<file path="config.mk">
export PLATFORM = sky130hd
export DESIGN_NAME = mem_arbiter
export DESIGN_NICKNAME = d
export VERILOG_FILES = /design/src/rtl/mem_arbiter.sv
export SDC_FILE = /design/constraint.sdc
export NUM_CORES = 1
export LEC_CHECK = 0
export BUFFER_PORTS_ARGS = -buffer_cell sky130_fd_sc_hd__buf_2
export CAP_MARGIN = 40
export CORE_MARGIN = 10
export CORE_UTILIZATION = 25
export DETAILED_ROUTE_END_ITERATION = 10
export GPL_TIMING_DRIVEN = 0
export PLACE_DENSITY = 0.54
export SLEW_MARGIN = 20
export SYNTH_ARGS = -nofsm -noshare
export SYNTH_HDL_FRONTEND = slang
export SYNTH_SLANG_ARGS = --single-unit
</file>
<file path="constraint.sdc">
create_clock -name clk -period 2.1 [get_ports clk]
set_input_delay 0.63 -clock clk [delete_from_list [all_inputs] [get_ports clk]]
set_output_delay 0.63 -clock clk [all_outputs]
set_load 0.02 [all_outputs]
</file>
<file path="src/rtl/mem_arbiter.sv">
// Two-port main-memory arbiter: an instruction-fetch read port (I) and a data
// port (D) share one memory. D has priority, but I cannot be starved forever.
module mem_arbiter #(
  parameter int unsigned STARVE_LIMIT = 4
) (
  input  logic        clk,
  input  logic        reset,
  input  logic        i_read,
  input  logic [31:0] i_addr,
  output logic [31:0] i_rdata,
  output logic        i_ready,
  input  logic        d_read,
  input  logic        d_write,
  input  logic        d_byte,
  input  logic [31:0] d_addr,
  input  logic [31:0] d_wdata,
  output logic [31:0] d_rdata,
  output logic        d_ready,
  output logic        mem_oe,
  output logic        mem_we,
  output logic        mem_byte,
  output logic [31:0] mem_addr,
  output logic [31:0] mem_wdata,
  input  logic [31:0] mem_rdata,
  input  logic        mem_ready,
  output logic        busy
);

  localparam int unsigned CW = $clog2(STARVE_LIMIT + 1);
  localparam logic [CW-1:0] LIMIT = CW'(STARVE_LIMIT);

  typedef enum logic [1:0] {S_IDLE, S_MEM, S_RESP} state_e;

  state_e        state_q, state_d;
  logic [CW-1:0] starve_q, starve_d;
  logic          owner_d_q, owner_d_d;   // 1: D owns the transaction, 0: I
  logic          we_q, we_d;
  logic          byte_q, byte_d;
  logic [31:0]   addr_q, addr_d;
  logic [31:0]   wdata_q, wdata_d;
  logic [31:0]   i_rdata_q, i_rdata_d;
  logic [31:0]   d_rdata_q, d_rdata_d;

  logic i_req, d_req, grant_i;

  assign i_req   = i_read;
  assign d_req   = d_read | d_write;
  assign grant_i = i_req & (~d_req | (starve_q == LIMIT));

  always_comb begin
    // NOTE: every next-state signal defaults to its current value first, so
    // no path through the case below can leave one unassigned and infer a latch.
    state_d   = state_q;
    starve_d  = starve_q;
    owner_d_d = owner_d_q;
    we_d      = we_q;
    byte_d    = byte_q;
    addr_d    = addr_q;
    wdata_d   = wdata_q;
    i_rdata_d = i_rdata_q;
    d_rdata_d = d_rdata_q;

    unique case (state_q)
      S_IDLE: begin
        if (i_req || d_req) begin
          state_d = S_MEM;
          if (grant_i) begin
            owner_d_d = 1'b0;
            we_d      = 1'b0;
            byte_d    = 1'b0;
            addr_d    = i_addr;
            starve_d  = '0;
          end else begin
            owner_d_d = 1'b1;
            we_d      = d_write;
            byte_d    = d_byte;
            addr_d    = d_addr;
            wdata_d   = d_wdata;
            if (i_req && (starve_q != LIMIT)) starve_d = starve_q + CW'(1);
          end
        end
      end
      S_MEM: begin
        if (mem_ready) begin
          state_d = S_RESP;
          if (!we_q) begin
            if (owner_d_q) d_rdata_d = mem_rdata;
            else           i_rdata_d = mem_rdata;
          end
        end
      end
      S_RESP:  state_d = S_IDLE;
      default: state_d = S_IDLE;
    endcase
  end

  // NOTE: state registers use non-blocking assignments so every register
  // samples the pre-edge values regardless of statement order.
  always_ff @(posedge clk or negedge reset) begin
    if (!reset) begin
      state_q   <= S_IDLE;
      starve_q  <= '0;
      owner_d_q <= 1'b0;
      we_q      <= 1'b0;
      byte_q    <= 1'b0;
      addr_q    <= '0;
      wdata_q   <= '0;
      i_rdata_q <= '0;
      d_rdata_q <= '0;
    end else begin
      state_q   <= state_d;
      starve_q  <= starve_d;
      owner_d_q <= owner_d_d;
      we_q      <= we_d;
      byte_q    <= byte_d;
      addr_q    <= addr_d;
      wdata_q   <= wdata_d;
      i_rdata_q <= i_rdata_d;
      d_rdata_q <= d_rdata_d;
    end
  end

  // Address/data buses hold their last values; only the strobes qualify them.
  assign mem_oe    = (state_q == S_MEM) & ~we_q;
  assign mem_we    = (state_q == S_MEM) &  we_q;
  assign mem_byte  = byte_q;
  assign mem_addr  = addr_q;
  assign mem_wdata = wdata_q;
  assign i_ready   = (state_q == S_RESP) & ~owner_d_q;
  assign d_ready   = (state_q == S_RESP) &  owner_d_q;
  assign i_rdata   = i_rdata_q;
  assign d_rdata   = d_rdata_q;
  assign busy      = (state_q != S_IDLE);

endmodule

</file>
==> results of run 1 <==
-- worst max-delay path, cell delays in order (launching register included) --
cell     delay, ns
dfrtp_2       0.46
nor3b_1       0.29
buf_2         0.24
-- layout make-up --
class / count / area [sq um] / share of cell area [%]
clock buffers: 19 / 443 / 5.45
diodes: 2 / 5.00 / 0.0616
flip-flops and latches: 136 / 3410 / 41.9
multi-input cells: 254 / 2110 / 26.0
well taps: 285 / 357 / 4.39
inverters: 7 / 26.3 / 0.323
clock inverters: 13 / 215 / 2.65
repair buffers: 269 / 1380 / 17.0
plain buffers: 34 / 184 / 2.26
-- sequential cells by signal, indices dropped and copies added (netlist names) --
name       flops
d_rdata       32
i_rdata       32
mem_addr      32
mem_wdata     32
starve_q       3
state_q        2
mem_byte       1
owner_d_q      1
we_q           1
-- power by group --
part	total (mW)	internal [mW]	switching, mW
Combinational	6.28	2.61	3.68
Clock	3.33	2.16	1.17
Sequential	4.66	3.96	0.702
-- placed cells by master (no fill, tap or decap), types with 3 or more instances in the layout --
cell,Yosys,final
clkbuf_1,20,20
dfrtp_1,136,134
bufinv_16,0,5
clkbuf_16,0,17
mux2_4,27,27
a21oi_1,32,32
buf_2,7,272
a31oi_1,32,32
buf_6,5,5
mux2_2,67,67
o21ai_0,35,35
inv_1,7,7
nand3_1,34,34
nand2_1,3,3
inv_6,0,4
-- per-layer routing --
layer  wire (microns)  vias to the layer above  share of wire, %  track usage (%)
li1                 -                     2158                 -                -
met1             7650                     2202                42             14.5
met2             8660                      174                48             19.7
met3             1710                        6               9.4             5.44
met4               98                        0              0.54             2.63
met5                0                        -                 0                0
-- final timing paths --
check | start | endpoint | slack [ns] | cells after the start
worst max-delay path | state_q[1] | mem_oe | 0.08 | 2
worst min-delay path | reset | d_rdata[12] | 0.16 | 1
worst max register to register | state_q[0] | d_rdata[6] | 0.15 | 4
worst min register to register | i_rdata[5] | i_rdata[5] | 0.48 | 1
max in group asynchronous | reset | state_q[0] | 1.18 | 2
min in group clk | mem_ready | state_q[0] | 0.45 | 2
-- cell families after synthesis --
kind of cell / synth area share, %
flops: 59.9
compound gates: 10.6
mux: 20.8
fa+ha+maj: 0.441
simple gates: 4.63
buf+inv: 3.53
-- repair_timing --
item	CTS	global route
pin swaps	1	0
setup buffers	1	0
endpoints found under the setup margin	58	3
gates resized for setup	9	3
==> results.py, run 1 <==
metrics = {
    "yosys": {
        "postSynthAreaPerCell_sq_um": 13.2,
        "synth.most_common_cell": "dfrtp_1",
        "synth_seq_area_share_pct": 59.9,
        "async_flop_share_pct": 100,
        "synthDistinctLibCells": 29,
        "dominantRegCellSynth": "dfrtp_1",
        "synth_edf_count": 0,
        "synthTopCellsByCount": "dfrtp_1, mux2_2, o21ai_0, nand3_1",
        "synth.top_cells.by_area": "dfrtp_1, mux2_2, mux2_4",
        "ys_seq_elements": 136,
        "synth_area_sq_mm": 0.00568,
        "yosys_warnings": 0,
        "yosysTopAreaCell": "dfrtp_1",
        "synth_top_area_share_pct": 59.9,
        "syn_inst": 431,
        "syn_nets": 568,
    },
    "global_routing": {
        "grt_first_pass_wirelength_mm": 28.0,
        "grt_overflow": 0,
        "grt_max_degree": 72,
        "grtUsageTotal_pct": 12.1,
        "grt_pass1_vias": 4933,
        "antenna_found_initial": 2,
    },
    "timing": {
        "tns_ns": 0,
        "slew_headroom_pct": 54.5,
        "final-hold-violation-count": 0,
        "hold_ws_ns": 0.164,
        "fin_worst_skew_ns": 0.00907,
        "worst_slack_ns": 0.0804,
        "worst_pin_slew_ns": 0.682,
        "maxSlewViolCount": 0,
        "final.min_clock_period_ns": 2.02,
        "setup_viol": 0,
        "rsz0062_at_grt": "no",
        "period_share_pct": 96.2,
        "maxClockFrequency_mhz": 495,
    },
    "clock_tree": {
        "cts_tree": "yes",
        "clock_latency_ns": 0.40,
        "ctsLongestPathBuffers": 2,
        "cts_hold_buffers": 0,
        "clk_pin_slew_ns": 0.06,
        "root_buffer": "clkbuf_16",
        "numCtsBuffers": 17,
        "htreeDepth": 4,
        "cts.sinks": 136,
    },
    "routing": {
        "drc": 0,
        "first_iter_violations": 199,
        "wirelength_mm": 18.1,
        "via_per_inst": 4.46,
        "wl_per_cell_microns": 17.8,
        "ant_nets": 0,
        "drt-pass1-iter-count": 4,
        "vias": 4540,
    },
    "placement": {
        "place_area_sq_mm": 0.00741,
        "finalWeightedCongestion": 0.740,
        "placed_cells": 984,
        "post-place-ws_ns": -0.319,
        "hpwl_mm": 13.8,
        "port_buffers": 267,
    },
    "floorplanning": {
        "die_h_microns": 171,
        "die_w_microns": 171,
        "coreArea_sq_mm": 0.0225,
        "die-area_sq_mm": 0.0291,
        "fp-row-count": 55,
        "io_pins": 269,
        "start_util_pct": 25.2,
    },
    "cells_and_area": {
        "area_delta_synth_final_pct": 43.2,
        "final_util_pct": 36.1,
        "fin_area_sq_mm": 0.00813,
        "finalNonFillerCells": 1019,
        "nets": 856,
        "nFillCells": 2264,
        "drive_gt1_share_pct": 56.6,
    },
    "setup_path": {
        "cp-end-kind": "output port",
        "path_class": "register to output port",
        "worstPathMaxFanout": 6,
        "cp.required_ns": 1.47,
        "startpoint_type": "register",
        "cp.arrival_ns": 1.39,
    },
    "worst_hold_path": {
        "worstHoldPathType": "input port to async pin",
    },
    "pwr": {
        "p_leak_nw": 3.86,
        "total_power_mw": 14.3,
        "ir_drop_uv": 524,
        "powerDensity_mw_per_mm2": 1760,
    },
    "job": {
        "maxCapViolCount": 0,
    },
    "run_status": {
        "status": "finished, final reports clean",
    },
}
(Power assumes the default switching activity.)
==> inputs of run 2 (changes only) <==
==> constraint.sdc (replaced) <==
create_clock -name clk -period 2.1 [get_ports clk]
set_input_delay 0.63 -clock clk [delete_from_list [all_inputs] [get_ports clk]]
set_output_delay 0.63 -clock clk [all_outputs]
set_load 0.05 [all_outputs]
==> results.py, run 2 (synthesis gave the netlist of run 1 again) <==
metrics = {
    "setup_path": {
        "path_cells": "nor2_4 -> buf_8 -> inv_1 -> buf_4",
        "worstPathMaxFanout": 8,
        "cp.arrival_ns": 1.40,
        "cp-end-kind": "output port",
        "path_class": "register to output port",
        "startpoint_type": "register",
        "slowest_stage": "dfrtp_2",
        "crit_family": "flip-flops",
        "path_buf_inv": 3,
        "cp.required_ns": 1.47,
        "slowest_delay_ns": 0.47,
    },
    "global_routing": {
        "grt_overflow": 0,
        "grt_pass1_vias": 4941,
        "grt_max_degree": 76,
        "grt_first_pass_wirelength_mm": 27.7,
        "grtUsageTotal_pct": 12.1,
        "antenna_found_initial": 1,
    },
    "clock_tree": {
        "cts.sinks": 136,
        "root_buffer": "clkbuf_16",
        "numCtsBuffers": 17,
        "clock_latency_ns": 0.41,
        "cts_tree": "yes",
        "cts_hold_buffers": 0,
        "ctsLongestPathBuffers": 2,
        "htreeDepth": 4,
        "clk_pin_slew_ns": 0.06,
    },
    "worst_hold_path": {
        "worstHoldPathType": "input port to async pin",
    },
    "cells_and_area": {
        "final_cell_mix": "buf_2, dfrtp_1, mux2_2",
        "drive_gt1_share_pct": 57.2,
        "nets": 859,
        "fin_area_sq_mm": 0.00812,
        "mostFrequentLayoutCell": "buf_2",
        "finalNonFillerCells": 1020,
        "area_delta_synth_final_pct": 42.9,
    },
    "routing": {
        "wl_per_cell_microns": 17.8,
        "vias": 4590,
        "drt-pass1-iter-count": 4,
        "ant_nets": 0,
        "first_iter_violations": 181,
        "via_per_inst": 4.50,
        "wirelength_mm": 18.1,
        "drc": 0,
    },
    "placement": {
        "finalWeightedCongestion": 0.747,
        "post-place-ws_ns": -0.346,
        "hpwl_mm": 13.7,
        "placed_cells": 984,
        "port_buffers": 267,
        "place_area_sq_mm": 0.00742,
    },
    "floorplanning": {
        "start_util_pct": 25.2,
        "die_w_microns": 171,
        "die_h_microns": 171,
        "die-area_sq_mm": 0.0291,
        "io_pins": 269,
        "coreArea_sq_mm": 0.0225,
        "fp-row-count": 55,
    },
    "job": {
        "maxCapViolCount": 0,
    },
    "run_status": {
        "status": "finished, final reports clean",
    },
    "timing": {
        "worst_pin_slew_ns": 0.594,
        "fin_worst_skew_ns": 0.00928,
        "maxClockFrequency_mhz": 492,
        "slew_headroom_pct": 60.4,
        "final.min_clock_period_ns": 2.03,
        "hold_ws_ns": 0.143,
        "maxSlewViolCount": 0,
        "rsz0062_at_grt": "yes",
        "final-hold-violation-count": 0,
        "period_share_pct": 96.8,
        "setup_viol": 0,
        "worst_slack_ns": 0.0678,
    },
}
## run 2: cell count changes in the layout (fill, tap and decap cells not counted), sizes merged
cell / delta
buf: +3
clkinvlp: +1
bufinv: -2
diode: -1
inv: -1
clkinv: +3
clkbuf: -2
## run 2: layer usage
layer | track usage (%) | part of all wire [%]
met1 | 13.8 | 41
met2 | 20.4 | 50
met3 | 5.14 | 9.1
met4 | 2.97 | 0.81
met5 | 0 | 0
## run 2: path summary, 6_finish.rpt
path | startpoint | end | slack (ns) | depth (start not counted)
worst max-delay path | state_q[0] | busy | 0.07 | 4
worst min-delay path | reset | d_rdata[17] | 0.14 | 1
worst max register to register | state_q[0] | d_rdata[26] | 0.19 | 4
worst min register to register | i_rdata[5] | i_rdata[5] | 0.48 | 1
max in group asynchronous | reset | state_q[0] | 1.20 | 2
min in group clk | d_byte | mem_byte | 0.44 | 2
## run 2: final cells by class
| class | instances | area (sq um) |
|---|---|---|
| antenna | 1 | 2.50 |
| buffer | 34 | 186 |
| clock buffer | 17 | 425 |
| clock inverter | 14 | 173 |
| fill | 2226 | 14400 |
| inverter | 7 | 26.3 |
| multi-input combinational | 254 | 2130 |
| sequential | 136 | 3410 |
| tap | 285 | 357 |
| timing repair buffer | 272 | 1420 |
## run 2: metrics by stage
step | TNS, ns | util, %
after floorplan | 0 | -
after global placement | -239.90 | 32.8
after detailed placement | -12.74 | 33.0
after CTS | 0 | 35.8
after global routing | -0.00327 | 36.1
final | 0 | 36.1
## run 2: what timing repair did
| item | in CTS | in global routing |
|---|---|---|
| gates cloned | 0 | 0 |
| pin swaps | 1 | 1 |
| hold endpoints to repair | 0 | 0 |
| setup buffers | 1 | 3 |
| setup endpoints to repair | 59 | 17 |
| resized for setup | 11 | 8 |
Power of run 2 is left out: the tool's default activity adds up to more than one toggle a clock period on the data nets, which glitch-free logic cannot reach.
==> inputs of run 3 (changes only) <==
==> constraint.sdc (replaced) <==
create_clock -name clk -period 2.6 [get_ports clk]
set_input_delay 0.78 -clock clk [delete_from_list [all_inputs] [get_ports clk]]
set_output_delay 0.78 -clock clk [all_outputs]
set_load 0.05 [all_outputs]
==> results.py, run 3 (synthesis gave the netlist of run 1 again) <==
metrics = {
    "run_status": {
        "status": "finished, final reports clean",
    },
    "cells_and_area": {
        "final_cell_mix": "buf_2, dfrtp_1, mux2_2",
        "nets": 855,
        "mostFrequentLayoutCell": "buf_2",
        "area_delta_synth_final_pct": 41.4,
        "drive_gt1_share_pct": 56.2,
        "final_util_pct": 35.7,
        "nFillCells": 2276,
        "finalNonFillerCells": 1015,
        "antennaDiodeCount": 0,
    },
    "global_routing": {
        "antenna_found_initial": 1,
        "grt_first_pass_wirelength_mm": 27.6,
        "grt_max_degree": 73,
        "grt_overflow": 0,
        "grt_pass1_vias": 4956,
        "grtUsageTotal_pct": 12.0,
    },
    "clock_tree": {
        "root_buffer": "clkbuf_16",
        "clk_pin_slew_ns": 0.06,
        "cts.sinks": 136,
        "clock_latency_ns": 0.42,
        "numCtsBuffers": 17,
        "cts_tree": "yes",
        "post_cts_buffers": 0,
        "ctsLongestPathBuffers": 2,
        "htreeDepth": 4,
    },
    "worst_hold_path": {
        "worstHoldPathType": "input port to async pin",
    },
    "floorplanning": {
        "die_h_microns": 171,
        "coreArea_sq_mm": 0.0225,
        "die-area_sq_mm": 0.0291,
        "fp-row-count": 55,
        "start_util_pct": 25.2,
        "io_pins": 269,
        "die_w_microns": 171,
    },
    "setup_path": {
        "slowest_delay_ns": 0.46,
        "path_buf_inv": 3,
        "slowest_stage": "dfrtp_1",
        "cp_common_cell": "buf_2",
        "cp.arrival_ns": 1.71,
        "crit_family": "buffers and inverters",
        "cp-end-kind": "output port",
        "startpoint_type": "register",
        "path_class": "register to output port",
        "worstPathMaxFanout": 10,
        "cp.required_ns": 1.82,
        "path_cells": "nor2_4 -> buf_2 -> inv_1 -> buf_2",
    },
    "routing": {
        "via_per_inst": 4.49,
        "first_iter_violations": 178,
        "wirelength_mm": 18.2,
        "wl_per_cell_microns": 17.9,
        "drt-pass1-iter-count": 4,
        "vias": 4560,
        "ant_nets": 0,
        "drc": 0,
    },
    "timing": {
        "final.min_clock_period_ns": 2.49,
        "slew_headroom_pct": 55.9,
        "fin_worst_skew_ns": 0.0133,
        "hold_ws_ns": 0.294,
        "rsz0062_at_grt": "no",
        "period_share_pct": 95.6,
        "final-hold-violation-count": 0,
        "setup_viol": 0,
        "maxClockFrequency_mhz": 402,
        "worst_pin_slew_ns": 0.661,
        "maxSlewViolCount": 0,
    },
    "placement": {
        "finalWeightedCongestion": 0.748,
        "port_buffers": 267,
        "placed_cells": 984,
        "hpwl_mm": 13.8,
    },
    "job": {
        "maxCapViolCount": 0,
    },
}
[run 3: changes by cell type in the layout (fill, tap and decap cells not counted), moves of 2 or more]
| cell | before | now |
|---|---|---|
| buf_4 | 6 | 0 |
| buf_2 | 270 | 274 |
| dfrtp_1 | 134 | 136 |
| dfrtp_2 | 2 | 0 |
[run 3: through the flow]
stage	setup WS, ns	instance area (sq um)	setup TNS, ns
global placement	-1.34	7380	-180.38
floorplan	0.248	5680	0
detailed placement	0.0183	7410	0
global route	0.00126	8030	0
finish	0.114	8030	0
CTS	0.0380	8030	0
[run 3: layout make-up]
| cell class | count | area, sq um | share of cell area (%) |
|---|---|---|---|
| plain buffers | 34 | 175 | 2.18 |
| clock buffers | 18 | 439 | 5.47 |
| clock inverters | 13 | 170 | 2.12 |
| inverters | 7 | 26.3 | 0.327 |
| multi-input cells | 254 | 2090 | 26.0 |
| flip-flops and latches | 136 | 3400 | 42.4 |
| well taps | 285 | 357 | 4.44 |
| repair buffers | 268 | 1370 | 17.1 |
[run 3: repair_timing]
action	in CTS	in global routing
pin swaps	0	1
setup endpoints to repair	1	1
resized for setup	3	1
hold buffers	0	0
[run 3: path summary, 6_finish.rpt]
path                        startpoint             to  slack (ns)  cells past startpoint
max                         state_q[1]           busy        0.11                      4
min                              reset    d_rdata[12]        0.29                      1
max reg2reg                starve_q[0]  mem_wdata[26]        0.50                      7
min reg2reg                 i_rdata[5]     i_rdata[5]        0.48                      1
max in group asynchronous        reset    starve_q[0]        1.56                      2
min in group clk            i_rdata[5]     i_rdata[5]        0.48                      1
[run 3: per-layer routing]
| layer | vias up | wire length, microns | track usage (%) |
|---|---|---|---|
| li1 | 2136 | - | - |
| met1 | 2215 | 7600 | 13.7 |
| met2 | 193 | 8760 | 20.3 |
| met3 | 16 | 1550 | 4.65 |
| met4 | 0 | 266 | 3.81 |
| met5 | - | 0 | 0 |
[run 3: worst register-to-register path, delay by kind of cell (launching register included)]
kind / cells / cell delay (ns)
AO/OA/AOI/OAI: 2 / 0.65
adder cells (fa/ha/maj): 1 / 0.21
buffers and inverters: 3 / 0.42
flip-flops: 1 / 0.39
multiplexers: 1 / 0.32
Power of run 3 is left out for the same reason.
